[src/rtl/imgproc_target_sched.sv]
`default_nettype none
// +--------------------------------------------------------------------------+
// | Module      : imgproc_target_sched                                       |
// | Description : Round-robin colour-target scheduler. Programs a colour     |
// |               into the image processor, drains settle messages, then     |
// |               stores the XY/distance result per slot, with timeout.      |
// | Revision    : 1.0 - initial release                                      |
// +--------------------------------------------------------------------------+
module imgproc_target_sched #(
  parameter int unsigned SETTLE_MSGS    = 1,
  parameter logic [23:0] TIMEOUT_CYCLES = 24'd5000000
) (
  input  logic        clk,
  input  logic        reset_n,
  input  logic        s_chipselect,
  input  logic        s_read,
  input  logic        s_write,
  input  logic [2:0]  s_address,
  input  logic [31:0] s_writedata,
  output logic [31:0] s_readdata,
  output logic        m_chipselect,
  output logic        m_read,
  output logic        m_write,
  output logic [2:0]  m_address,
  output logic [31:0] m_writedata,
  input  logic [31:0] m_readdata
);

  localparam logic [31:0] C_ID     = 32'h1234EEE3;
  localparam logic [31:0] C_MAGIC  = 32'h00524242;
  localparam logic [7:0]  C_SETTLE = 8'(SETTLE_MSGS);

  typedef enum logic [3:0] {
    IDLE     = 4'd0,
    NEXT     = 4'd1,
    WR_COL   = 4'd2,
    WR_FLUSH = 4'd3,
    POLL     = 4'd4,
    POLL_CAP = 4'd5,
    RD_MSG   = 4'd6,
    RD_CAP   = 4'd7,
    GAP      = 4'd8,
    STORE    = 4'd9
  } state_t;

  state_t      r_state, w_state_nxt;
  logic        r_enable, r_started, r_resync;
  logic [3:0]  r_mask;
  logic [1:0]  r_rsel, r_slot, r_word;
  logic [7:0]  r_disc;
  logic [23:0] r_tmr;
  logic [21:0] r_w1_xy;
  logic [18:0] r_w2_dist;
  logic [23:0] r_colour [4];
  logic [21:0] r_xy     [4];
  logic [18:0] r_dist   [4];
  logic [7:0]  r_cnt    [4];
  logic [3:0]  r_valid, r_tmo;
  logic [31:0] r_readdata;

  logic        w_found, w_tmo_hit, w_do_tmo, w_busy, w_counting;
  logic [1:0]  w_found_slot;
  logic [31:0] w_rd_mux;
  logic        w_unused;

  assign w_unused   = &{1'b0, s_writedata[31:24]};
  assign w_busy     = (r_state != IDLE);
  assign w_tmo_hit  = (r_tmr >= TIMEOUT_CYCLES);
  assign w_counting = (r_state == POLL) || (r_state == POLL_CAP) || (r_state == RD_MSG) ||
                      (r_state == RD_CAP) || (r_state == GAP);
  assign s_readdata = r_readdata;

  // Master strobes decode straight from the state so a reset to IDLE silences them at once
  always_comb begin
    m_read       = (r_state == POLL) || (r_state == RD_MSG);
    m_write      = (r_state == WR_COL) || (r_state == WR_FLUSH);
    m_chipselect = m_read | m_write;
    m_address    = 3'd0;
    m_writedata  = 32'h0;
    case (r_state)
      WR_COL:   begin m_address = 3'd3; m_writedata = {8'h0, r_colour[r_slot]}; end
      WR_FLUSH: m_writedata = 32'h10;
      RD_MSG:   m_address = 3'd1;
      default:  ;
    endcase
  end

  // Round-robin pick: first enabled slot after the current one (from slot 0 until the first pick)
  always_comb begin
    logic [1:0] cand;
    w_found      = 1'b0;
    w_found_slot = 2'd0;
    for (int i = 3; i >= 0; i--) begin
      cand = r_started ? (r_slot + 2'd1 + 2'(i)) : 2'(i);
      if (r_mask[cand]) begin
        w_found      = 1'b1;
        w_found_slot = cand;
      end
    end
  end

  // State register
  always_ff @(posedge clk) begin
    if (!reset_n) r_state <= IDLE;
    else          r_state <= w_state_nxt;
  end

  // Next-state logic; disable wins over timeout so a disabled run leaves results untouched
  always_comb begin
    w_state_nxt = r_state;
    w_do_tmo    = 1'b0;
    case (r_state)
      IDLE:     if (r_enable) w_state_nxt = NEXT;
      NEXT:     if (!r_enable) w_state_nxt = IDLE;
                else if (w_found) w_state_nxt = WR_COL;
      WR_COL:   w_state_nxt = r_enable ? WR_FLUSH : IDLE;
      WR_FLUSH: w_state_nxt = r_enable ? POLL : IDLE;
      POLL:     w_state_nxt = POLL_CAP;
      RD_MSG:   w_state_nxt = RD_CAP;
      POLL_CAP: begin
        if (!r_enable) w_state_nxt = IDLE;
        else if (w_tmo_hit) begin w_state_nxt = NEXT; w_do_tmo = 1'b1; end
        else if (m_readdata[15:8] >= 8'd3) w_state_nxt = RD_MSG;
        else w_state_nxt = GAP;
      end
      RD_CAP: begin
        if (!r_enable) w_state_nxt = IDLE;
        else if (w_tmo_hit) begin w_state_nxt = NEXT; w_do_tmo = 1'b1; end
        else if (r_word == 2'd0) w_state_nxt = (m_readdata != C_MAGIC) ? WR_FLUSH : GAP;
        else if (r_word == 2'd1) w_state_nxt = GAP;
        else w_state_nxt = (r_disc < C_SETTLE) ? POLL : STORE;
      end
      GAP: begin
        if (!r_enable) w_state_nxt = IDLE;
        else if (w_tmo_hit) begin w_state_nxt = NEXT; w_do_tmo = 1'b1; end
        else w_state_nxt = (r_word == 2'd0) ? POLL : RD_MSG;
      end
      STORE:    w_state_nxt = r_enable ? NEXT : IDLE;
      default:  w_state_nxt = IDLE;
    endcase
  end

  // CPU register read mux
  always_comb begin
    w_rd_mux = 32'h0;
    case (s_address)
      3'd0: w_rd_mux = {15'h0, w_busy, 2'b0, r_rsel, 2'b0, r_slot, r_mask, 3'b0, r_enable};
      3'd1: w_rd_mux = {8'h0, r_colour[0]};
      3'd2: w_rd_mux = {8'h0, r_colour[1]};
      3'd3: w_rd_mux = {8'h0, r_colour[2]};
      3'd4: w_rd_mux = {8'h0, r_colour[3]};
      3'd5: w_rd_mux = {5'b0, r_xy[r_rsel][21:11], 5'b0, r_xy[r_rsel][10:0]};
      3'd6: w_rd_mux = {r_valid[r_rsel], r_tmo[r_rsel], 2'b0, r_cnt[r_rsel], 1'b0, r_dist[r_rsel]};
      default: w_rd_mux = C_ID;
    endcase
  end

  // CPU registers, message capture, counters and per-slot results
  always_ff @(posedge clk) begin
    if (!reset_n) begin
      r_enable   <= 1'b0;
      r_mask     <= 4'h0;
      r_rsel     <= 2'd0;
      r_slot     <= 2'd0;
      r_started  <= 1'b0;
      r_resync   <= 1'b0;
      r_word     <= 2'd0;
      r_disc     <= 8'd0;
      r_tmr      <= 24'd0;
      r_w1_xy    <= 22'd0;
      r_w2_dist  <= 19'd0;
      r_valid    <= 4'h0;
      r_tmo      <= 4'h0;
      r_readdata <= 32'h0;
      for (int i = 0; i < 4; i++) begin
        r_colour[i] <= 24'h0;
        r_xy[i]     <= 22'h0;
        r_dist[i]   <= 19'h0;
        r_cnt[i]    <= 8'h0;
      end
    end else begin
      if (s_chipselect && s_write) begin
        case (s_address)
          3'd0: begin
            r_enable <= s_writedata[0];
            r_mask   <= s_writedata[7:4];
            r_rsel   <= s_writedata[13:12];
          end
          3'd1: r_colour[0] <= s_writedata[23:0];
          3'd2: r_colour[1] <= s_writedata[23:0];
          3'd3: r_colour[2] <= s_writedata[23:0];
          3'd4: r_colour[3] <= s_writedata[23:0];
          default: ;
        endcase
      end
      if (s_chipselect && s_read) r_readdata <= w_rd_mux;

      if (w_counting && !w_tmo_hit) r_tmr <= r_tmr + 24'd1;

      case (r_state)
        NEXT: if (r_enable && w_found) begin
          r_slot    <= w_found_slot;
          r_started <= 1'b1;
        end
        // A resync re-flushes but keeps the settle progress and the per-slot time budget
        WR_FLUSH: begin
          r_word   <= 2'd0;
          r_resync <= 1'b0;
          if (!r_resync) begin
            r_disc <= 8'd0;
            r_tmr  <= 24'd0;
          end
        end
        RD_CAP: begin
          if (w_state_nxt == WR_FLUSH) r_resync <= 1'b1;
          if (w_state_nxt == GAP) r_word <= r_word + 2'd1;
          if (r_word == 2'd1) r_w1_xy <= {m_readdata[26:16], m_readdata[10:0]};
          if (r_word == 2'd2) r_w2_dist <= m_readdata[18:0];
          if (w_state_nxt == POLL) begin
            r_disc <= r_disc + 8'd1;
            r_word <= 2'd0;
          end
        end
        STORE: if (r_enable) begin
          r_xy[r_slot]    <= r_w1_xy;
          r_dist[r_slot]  <= r_w2_dist;
          r_valid[r_slot] <= 1'b1;
          r_tmo[r_slot]   <= 1'b0;
          r_cnt[r_slot]   <= r_cnt[r_slot] + 8'd1;
        end
        default: ;
      endcase

      if (w_do_tmo) begin
        r_valid[r_slot] <= 1'b0;
        r_tmo[r_slot]   <= 1'b1;
        r_cnt[r_slot]   <= r_cnt[r_slot] + 8'd1;
      end
    end
  end

endmodule
`default_nettype wire

[config.mk]
export PLATFORM = sky130hd
export DESIGN_NAME = imgproc_target_sched
export DESIGN_NICKNAME = d
export VERILOG_FILES = /design/src/rtl/imgproc_target_sched.sv
export SDC_FILE = /design/constraint.sdc
export NUM_CORES = 1
export LEC_CHECK = 0
export BUFFER_PORTS_ARGS = -buffer_cell sky130_fd_sc_hd__buf_2
export CAP_MARGIN = 15
export CORE_MARGIN = 3
export CORE_UTILIZATION = 30
export CTS_CLUSTER_SIZE = 20
export DETAILED_ROUTE_END_ITERATION = 8
export MAX_ROUTING_LAYER = met4
export PLACE_DENSITY = 0.56
export REMOVE_ABC_BUFFERS = 1
export SLEW_MARGIN = 15
export SYNTH_ARGS = -nofsm -noshare
export SYNTH_HDL_FRONTEND = slang
export SYNTH_SLANG_ARGS = --single-unit
[constraint.sdc]
create_clock -name clk -period 9.4 [get_ports clk]
set_input_delay 0 -clock clk [delete_from_list [all_inputs] [get_ports clk]]
set_output_delay 0 -clock clk [all_outputs]
set_load 0.01 [all_outputs]
After elaboration in Yosys (flattened, before gate mapping)

Memories as Yosys holds them, arrays and structs flattened. A register that Yosys moved wholly into a read port is not among the register bits.
Index checks and enable logic that the tools add are counted.

Flip-flop bits (word level): 130
Memory bits (writable): 292
Bits of input ports: 72
Memories kept: 4

$add $sub $neg: 8
Magnitude comparators: 10
Eq/ne operators: 25
Multiplexer cells: 118
Bitwise operators: 11
Reductions and logical operators: 28

Memories:

| memory   | words | width | rd ports | clocked after Yosys merged registers in | wr ports | RTL line | RTL |
|---|---|---|---|---|---|---|---|
| r_colour | 4     | 24    | 5        | 1                                       | 4        | 54       | `logic [23:0] r_colour [4];` |
| r_xy     | 4     | 22    | 1        | 1                                       | 4        | 55       | `logic [21:0] r_xy [4];` |
| r_dist   | 4     | 19    | 1        | 1                                       | 4        | 56       | `logic [18:0] r_dist [4];` |
| r_cnt    | 4     | 8     | 2        | 2                                       | 4        | 57       | `logic [7:0] r_cnt [4];` |

Operator list:

| kind                                                                                   | count |
|---|---|
| 32-bit one-hot mux with 7 select lines                                                 | 1 |
| 24-bit two-way mux                                                                     | 7 |
| 4-bit two-way mux                                                                      | 20 |
| 2-bit two-way mux                                                                      | 25 |
| 24-bit one-hot mux with 2 select lines                                                 | 1 |
| 1-bit two-way mux                                                                      | 43 |
| 4-bit one-hot mux with 10 select lines                                                 | 1 |
| 8-bit two-way mux                                                                      | 4 |
| 32-bit by 23-bit inequality test with 1-bit output (second input constant)             | 1 |
| 24-bit by 1-bit adder with 24-bit output (second input constant)                       | 1 |
| 24-bit by 23-bit greater-or-equal comparator with 1-bit output (second input constant) | 1 |
| 22-bit two-way mux                                                                     | 1 |
| 22-bit OR reduction                                                                    | 1 |
| 4-bit by 3-bit == test with 1-bit output (second input constant)                       | 5 |
| 19-bit two-way mux                                                                     | 1 |
| 19-bit OR reduction                                                                    | 1 |
| 2-bit by 3-bit less-than comparator with 1-bit output (second input constant)          | 6 |
| 8-bit by 1-bit adder with 8-bit output (second input constant)                         | 2 |
| 8-bit one-hot mux with 2 select lines                                                  | 1 |
| 1-bit binary-select mux with 2-bit select                                              | 6 |
| 4-bit by 2-bit == test with 1-bit output (second input constant)                       | 3 |
| 4-bit == test (second input constant)                                                  | 3 |
| 2-bit AND reduction                                                                    | 6 |
| 3-bit == test (second input constant)                                                  | 3 |
| other kinds (32)                                                                       | 56 |

Logic depth before layout (Yosys ltp)

Depth in word-level cells: 16
Mapped depth: 10
Gate-level depth less buffers: 9

Worst setup path before layout

OpenSTA, ideal clock, no wires.

Path type: input port to flip-flop
Start: input port s_address[0]
End: memory r_colour[2][0] (enable)
Library setup time: 0.438 ns
Arrival time: 2.825 ns
Data required time: 8.962 ns
Setup slack: 6.137 ns
Stages: 5
Path through: clkbuf_1 -> buf_1 -> buf_1 -> nand2_1 -> o21ai_0

RTL lines:

| element     | RTL line | RTL |
|---|---|---|
| from (decl) | 18       | `input logic [2:0] s_address,` |
| to (decl)   | 54       |  |

==> impl_metrics.json <==
{
  "drt_iter0_markers": 1012,
  "peakVddDrop_v": 0.000112,
  "timing.final.crit_share": 0.472,
  "tns_ns": 0,
  "dieWidth_um": 263,
  "fin_cells": 2697,
  "criticalPathCategory": "reg2reg",
  "synth.area.top_cells": "edfxtp_1 44%, dfxtp_1 13%, mux4_2 9.7%",
  "cts_inserted_buffers": 48,
  "skew_ns": 0.0262,
  "grt_pass1_vias": 13900,
  "synth-edff-count": 292,
  "grtUsageTotal": 0.177,
  "crit_chain": "nor2b_1 > and3_1 > buf_4 > nand2_1 > nor3_2 > buf_4 > nand2b_2 > buf_4",
  "worstSkewPairLatency_ns": 0.58,
  "vias": 13700,
  "core_area_um2": 65000,
  "die_h_um": 263,
  "routedWlPerCell_um": 22.6,
  "finalHoldViolCount": 0,
  "final_cell_mix": "292 x edfxtp_1, 247 x and2_1, 149 x nand2_1",
  "hpwl_um": 39000,
  "cp.arrival_ns": 4.66,
  "area_growth_pct": 18.0,
  "clockBufferDepth": 3,
  "synth_top_area_frac": 0.441,
  "pre_cts_ws_ns": 4.89,
  "cpMostUsedCell": "buf_4",
  "pwr_density_cell_nw_per_um2": 177,
  "fin_util": 0.361,
  "yosysWarnings": 0,
  "synth_largest_area_cell": "edfxtp_1",
  "rsz0062_at_grt": "false",
  "gp_congestion": 0.808,
  "maxCapViolCount": 0,
  "grt_pass1_wl_um": 90200,
  "layout_commonest_cell": "edfxtp_1",
  "finalMaxSlewViolations": 0,
  "synth_cell_types": 72,
  "leakage_nw": 8.52,
  "setup_viol": 0,
  "status": "completed",
  "io_buffers": 123,
  "fin_nets": 1878,
  "ys_async_sr_fraction": 0,
  "post_cts_resized": 0,
  "slowest_stage": "dfxtp_1",
  "antenna_found_initial": 11,
  "worstMarginPinSlew_ns": 1.23,
  "ys_seq_elements": 425,
  "ant_nets": 0,
  "dp_cells": 2547,
  "relSlewSlack": 0.179,
  "num_io_pins": 142,
  "path_max_fanout": 53,
  "cts_root_buffer": "clkbuf_16",
  "syn_area_um2": 19900,
  "grt_max_degree": 54,
  "cts_sinks": 425,
  "critPathLaunchType": "flip-flop",
  "ys_seq_area_frac": 0.575,
  "drt_wl_total_um": 61000,
  "syn_inst": 1648,
  "dr.pass1.iters": 7,
  "worstHoldPathType": "in2reg",
  "cpPeakStageDelay_ns": 0.61,
  "dieArea_um2": 69400,
  "ctsHtreeMaxLevel": 2,
  "cts_tree": "yes",
  "timing.final.ws_setup_ns": 4.96,
  "post_cts_buffers": 0,
  "vias_per_cell": 5.10,
  "final_layout_size_suffix_gt1_frac": 0.196,
  "drc": 0,
  "setup.worst_path.end_class": "flip-flop",
  "cts_hold_buf": 52,
  "fmax_mhz": 225,
  "finalPower_mw": 4.16,
  "synth_ff_type": "edfxtp_1",
  "floorplan.rows": 93,
  "clk_pin_slew_ns": 0.06,
  "crit_required_ns": 9.62,
  "grt-ovfl-total": 0,
  "avgSynthCellArea_um2": 12.1,
  "fin_crit_ns": 4.44,
  "start_util": 0.306
}
[synth_stat cells, types with 7 or more instances]
library cell / n
edfxtp_1: 292
and2_1: 247
nand2_1: 151
dfxtp_1: 133
nor2_1: 127
a21oi_1: 94
clkbuf_1: 91
mux4_2: 86
and3_1: 52
o21ai_0: 37
mux2i_1: 28
a22oi_1: 27
inv_1: 23
xnor2_1: 22
nor3_1: 19
nand3_1: 16
ha_1: 12
o211ai_1: 12
buf_2: 11
buf_4: 10
mux2_2: 10
a211oi_1: 9
a221oi_1: 9
a31oi_1: 9
buf_1: 9
nand2b_1: 8
nor2b_1: 7
[registers in the layout, summed over array words and instances, names as in the netlist, 2 cells and up, named ones only]
register and cells:
r_xy 88, r_state 4, r_colour 96, r_slot 2, r_cnt 32, r_mask 4, r_w1_xy 22, s_readdata 31
r_tmr 24, r_w2_dist 19, r_dist 76, r_rsel 2, r_tmo 4, r_word 2, r_valid 4, r_disc 8
[worst max-delay path, delay by kind of cell (launching register included)]
family	cells	cell delay (ns)
DFF	1	0.61
buffers and inverters	3	1.51
and+or+nand+nor	5	1.87
[final cells by class]
cell class	instances	area, um^2
well taps	855	1070
clock inverters	15	129
fillers	6299	41600
clock buffers	75	1390
diodes	8	20.0
multi-input cells	1083	7920
repair buffers	211	1410
inverters	25	93.8
flip-flops and latches	425	11400
[kinds of logic (layout without fill, tap and decap cells)]
| group | Yosys count | after routing | share of synthesized area |
|---|---|---|---|
| buf+inv | 149 | 326 | 0.0318 |
| flops | 425 | 425 | 0.575 |
| fa+ha+maj | 12 | 12 | 0.00755 |
| xor+xnor | 26 | 26 | 0.0115 |
| other cells | 1 | 18 | 0.000189 |
| simple gates | 670 | 670 | 0.178 |
| compound gates | 241 | 241 | 0.0787 |
| mux | 124 | 124 | 0.117 |
[power breakdown]
part           switching, mW  total (mW)  internal (mW)
combinational          0.153       0.240         0.0877
clock                  0.762        1.83           1.07
sequential            0.0279        2.08           2.06
[final timing paths]
check              from            end  slack (ns)  depth (start not counted)
min reg2reg   r_disc[5]      r_disc[5]        0.43                          2
min              s_read  s_readdata[4]        0.05                          5
max reg2reg  r_state[0]    r_xy[0][10]        4.96                          8
max          r_state[0]    r_xy[0][10]        4.96                          8
[through the flow]
step | area (um^2) | hold WS, ns
after floorplan | 19400 | 0.122
after global placement | 21400 | 0.257
after detailed placement | 21400 | 0.263
after CTS | 23400 | 0.00367
after global routing | 23500 | 0.0811
final | 23500 | 0.0541
[per-layer routing]
| layer | vias up | routed length, um | GRT usage |
|---|---|---|---|
| met2 | 444 | 29400 | 0.287 |
| met4 | 0 | 1130 | 0.0443 |
| li1 | 6304 | - | - |
| met3 | 66 | 4060 | 0.0326 |
| met5 | - | 0 | - |
| met1 | 6933 | 26400 | 0.229 |
(Power assumes the default switching activity.)
